### config.mk
export PLATFORM = sky130hd
export DESIGN_NAME = caesar_cg_ctrl
export DESIGN_NICKNAME = d
export VERILOG_FILES = /design/src/rtl/caesar_cg_ctrl.sv
export SDC_FILE = /design/constraint.sdc
export NUM_CORES = 1
export LEC_CHECK = 0
export CAP_MARGIN = 20
export CORE_MARGIN = 8
export CORE_UTILIZATION = 45
export DETAILED_ROUTE_END_ITERATION = 10
export GPL_ROUTABILITY_DRIVEN = 1
export GPL_TIMING_DRIVEN = 0
export PLACE_DENSITY = 0.73
export SLEW_MARGIN = 20
export SYNTH_ARGS = -nofsm -noshare
export SYNTH_HDL_FRONTEND = slang
export SYNTH_SLANG_ARGS = --single-unit
### constraint.sdc
create_clock -name clk_i -period 2 [get_ports clk_i]
set_clock_uncertainty 0.2 [all_clocks]
set_input_delay 0.6 -clock clk_i [delete_from_list [all_inputs] [get_ports clk_i]]
set_output_delay 0.6 -clock clk_i [all_outputs]
set_load 0.03 [all_outputs]
### src/rtl/caesar_cg_ctrl.sv
// caesar_cg_ctrl: idle-driven clock-gating controller for the caesar block.
// Counts consecutive idle cycles and drops the gating-cell enable once the
// programmed threshold is reached. On a request or a force, it restores the
// clock and waits for it to settle before granting bus requests again.
// CNT_W must be wide enough to hold WAKE_CYCLES.
module caesar_cg_ctrl #(
    parameter int CNT_W       = 8,
    parameter int WAKE_CYCLES = 2
) (
    input  logic             clk_i,
    input  logic             rst_i,
    input  logic             req_i,
    output logic             gnt_o,
    input  logic             busy_i,
    input  logic             force_on_i,
    input  logic [CNT_W-1:0] idle_thresh_i,
    output logic             cg_en_o,
    output logic             gated_o
);

    typedef enum logic [1:0] {ON, COUNT, OFF, WAKE} state_t;

    localparam logic [CNT_W-1:0] CNT_MAX   = '1;
    localparam logic [CNT_W-1:0] CNT_ONE   = CNT_W'(1);
    localparam logic [CNT_W-1:0] WAKE_LAST = CNT_W'(WAKE_CYCLES);

    state_t           state;
    logic [CNT_W-1:0] cnt;
    logic             idle;
    logic             wake_ev;

    // A zero threshold disables gating, so it never counts as idle.
    assign idle    = !req_i && !busy_i && !force_on_i && (idle_thresh_i != '0);
    // busy_i is deliberately not a wake source: with the clock off, caesar cannot be busy.
    assign wake_ev = req_i || force_on_i;

    // State register and shared idle/settle counter.
    always_ff @(posedge clk_i or posedge rst_i) begin
        if (rst_i) begin
            state <= ON;
            cnt   <= '0;
        end else begin
            case (state)
                ON: begin
                    if (idle) begin
                        state <= COUNT;
                        cnt   <= CNT_ONE;
                    end else begin
                        cnt   <= '0;
                    end
                end
                COUNT: begin
                    // Activity (including a request at threshold) always wins.
                    if (!idle) begin
                        state <= ON;
                        cnt   <= '0;
                    end else if (cnt >= idle_thresh_i) begin
                        state <= OFF;
                        cnt   <= '0;
                    end else if (cnt != CNT_MAX) begin
                        cnt   <= cnt + CNT_ONE;
                    end
                end
                OFF: begin
                    if (wake_ev) begin
                        state <= WAKE;
                        cnt   <= CNT_ONE;
                    end
                end
                WAKE: begin
                    // Settle period runs to completion; there is no path back to OFF.
                    if (cnt == WAKE_LAST) begin
                        state <= ON;
                        cnt   <= '0;
                    end else begin
                        cnt   <= cnt + CNT_ONE;
                    end
                end
                default: begin
                    state <= ON;
                    cnt   <= '0;
                end
            endcase
        end
    end

    // Enables are pure state decodes, so the gating cell never sees an input glitch.
    assign cg_en_o = (state != OFF);
    assign gated_o = (state == OFF);
    assign gnt_o   = req_i && ((state == ON) || (state == COUNT));

endmodule
==> flow_summary.ini <==
[run_status]
status = complete, but fails checks
failed_checks = setup timing

[final_layout]
diodes = 0
multiInputGateArea_um2 = 631
drive_above_1_share_pct = 29.1
area_delta_synth_final_pct = 37.7
fill_cells = 170
post-route-cell-area_um2 = 1190
fin_cells = 154
final_util_pct = 63.2
seqCellArea_um2 = 251
fin_nets = 152

[detailed_routing]
avgRoutedWirePerCell_um = 14.6
dr.pass1.iters = 4
viasPerCell = 5.55
drcViolationCount = 0
first_iter_violations = 23
dr_total_vias = 855
wl_um = 2240
postRouteAntennaNets = 0

[placed_design]
placedCellCount = 146
portBuffers = 15
placed_cell_area_um2 = 1080
hpwl_um = 1640
place_congestion = 0.759

[timing]
setup_violations = 10
post-route-min-period_ps = 2310
max-slew-margin-rel_pct = 64.9
worst_slack_ps = -311
timing.fmax_mhz = 433
final.period_utilization_pct = 116
finalSetupTns_ps = -2450
slew_violations = 0
grt_setup_unrepaired = true
hold_viol_final = 0
worst_slew_pin_slew_ps = 526

[logic_synthesis]
avgSynthCellArea_um2 = 8.30
ys_seq_area_share_pct = 29.0
synth_fp_nets = 127
yosysTopAreaCell = dfrtp_1
yosysWarnings = 0
synthDominantCellAreaShare_pct = 29.0
syn_area_um2 = 863
synth-seq-cells = 10
netlist_instances = 104
synthTopCellsByArea = dfrtp_1 (29%), ha_1 (14%), inv_1 (9.1%)
ys_types = 31

[clock_tree]
clock_latency_ps = 270
cts.path.max_buffers = 2
clk_pin_slew_ps = 60
cts.sinks = 10
htreeDepth = 1
ctsHoldBuffers = 0
cts_buffers = 3
ctsRootBufferMaster = clkbuf_4
cts_tree = yes

[flow_run]
maxCapViolations = 0

[power_and_ir_drop]
power.leakage_uw = 0.000535
ir_drop_mv = 0.446
p_per_area_nw_per_um2 = 650
fin_total_pwr_uw = 772

[floorplan]
core_area_um2 = 1880
fp.dieW_um = 59.8
num_io_pins = 16
initial_core_util_pct = 45.9
die_area_um2 = 3580
num_rows = 16
die_h_um = 59.8

[setup_path]
crit_path_max_incr_delay_ps = 410
worstPathArrival_ps = 2300
worstPathCellList = buf_2 > ha_4 > nand2b_4 > a2111o_1 > a211oi_4 > buf_6 > a311oi_2 > mux2i_1
path_max_fanout = 5
criticalPathCategory = in -> reg
cp_top_family = compound AO/OA/AOI/OAI gates
path_buf_inv = 2
slowest_stage = a2111o_1
worst_ep_required_time_ps = 1990
start_kind = primary input
critPathCaptureType = flip-flop

[global_route]
grt_usage_pct = 13.9
grt_antenna_before_repair = 0
grt_overflow_total = 0
first_global_vias = 899
grt_max_degree = 11
grt_first_pass_wirelength_um = 3850

[hold_path]
hold_path_class = reg -> reg
## timing repair
item | 4_1_cts | 5_1_grt
pin swaps | 9 | 6
cloned | 1 | 0
endpoints found under the setup margin | 13 | 12
setup buffers | 3 | 1
resized for setup | 44 | 6
## cells in the mapped netlist
master    count
inv_1        21
mux2i_1       2
o41ai_1       1
o221ai_1      2
o221ai_2      1
nor2b_1       2
a21oi_2       1
nor2_1        6
o21bai_1      1
dfrtp_1      10
and2_1        3
nor2_2        1
nand4_1       2
ha_1         10
a31o_2        1
nand2_1       5
nor4_1        2
a21oi_1       4
a41oi_2       1
a211oi_2      1
o21ai_0       9
a2111o_1      2
nand2b_1      1
nor3b_1       1
o211ai_1      1
a311oi_1      1
o22ai_1       3
nand3_1       2
buf_6         1
and3_1        2
nor3_1        4
## routing by layer
| layer | part of all wire, % | GRT usage, % |
|---|---|---|
| met5 | 0 | 0 |
| met4 | 0.94 | 4.76 |
| met3 | 8.3 | 4.30 |
| met2 | 48 | 23.8 |
| met1 | 43 | 15.8 |
## per-stage QoR
stage	hold WS (ps)	setup slack (ps)
after floorplan	240	-206
after global placement	348	-870
after detailed placement	347	-900
after CTS	362	-279
after global routing	348	-365
final	333	-311
## final timing paths
check / cells past startpoint / to / slack [ps] / from
setup / recovery: 8 / cnt[0]$_DFFE_PP0P_ / -310 / idle_thresh_i[0]
setup reg to reg: 8 / cnt[0]$_DFFE_PP0P_ / -290 / cnt[0]$_DFFE_PP0P_
hold / removal: 1 / state[0]$_DFFE_PP0P_ / 330 / state[0]$_DFFE_PP0P_
min in group asynchronous: 2 / cnt[2]$_DFFE_PP0P_ / 420 / rst_i
hold reg to reg: 1 / state[0]$_DFFE_PP0P_ / 330 / state[0]$_DFFE_PP0P_
max in group asynchronous: 2 / state[0]$_DFFE_PP0P_ / 860 / rst_i
## power by group
group | switching (µW) | internal [µW] | leakage, µW
registers | 41.4 | 230 | 0.000136
logic | 195 | 166 | 0.000385
clock network | 69.4 | 69.6 | 0.0000138
total | 306 | 466 | 0.000535
## worst register-to-register path: cells and delay by family, from the launching register on
kind | cells | cell delay [ps]
AND/OR/NAND/NOR | 1 | 120
AO/OA/AOI/OAI | 3 | 880
multiplexers | 1 | 160
adder cells (fa/ha/maj) | 1 | 190
buffers and inverters | 2 | 270
flip-flops | 1 | 390
## cells in the final DEF (no fill, tap or decap), types with 2 or more instances in the layout
master           count
nor4_1               2
ha_4                 4
inv_2                4
o22ai_1              3
nand2_1              5
inv_1               17
o21ai_0              7
mux2i_1              2
ha_1                 4
ha_2                 2
buf_2                2
and3_1               2
a21oi_1              2
buf_4                6
clkdlybuf4s50_1      3
nor2b_1              2
a2111o_1             2
clkbuf_4             4
o221ai_2             2
nor2_1               6
nand4_1              2
dlygate4sd2_1        6
nand3_1              2
o21ai_1              2
nor3_1               4
and2_1               3
a21oi_2              2
dfrtp_1              9
## registers in the layout (all words and copies together) (netlist names), named ones only
register,cells
state,1
cnt,8
## final cells by class
cell class,count,share of cell area [%]
inverter,21,6.63
clock buffer,3,1.89
timing repair buffer,20,13.5
sequential,10,21.2
tap,27,2.84
buffer,1,0.947
multi-input combinational,72,53.1
## cells by family after synthesis
logic type | Yosys count | share of synthesized area, %
buffers and inverters | 22 | 10.4
DFF | 10 | 29.0
adders and majority gates | 10 | 14.5
muxes | 2 | 2.32
AOI/OAI and AO/OA | 29 | 25.2
and+or+nand+nor | 31 | 18.6
(Power assumes the default switching activity.)
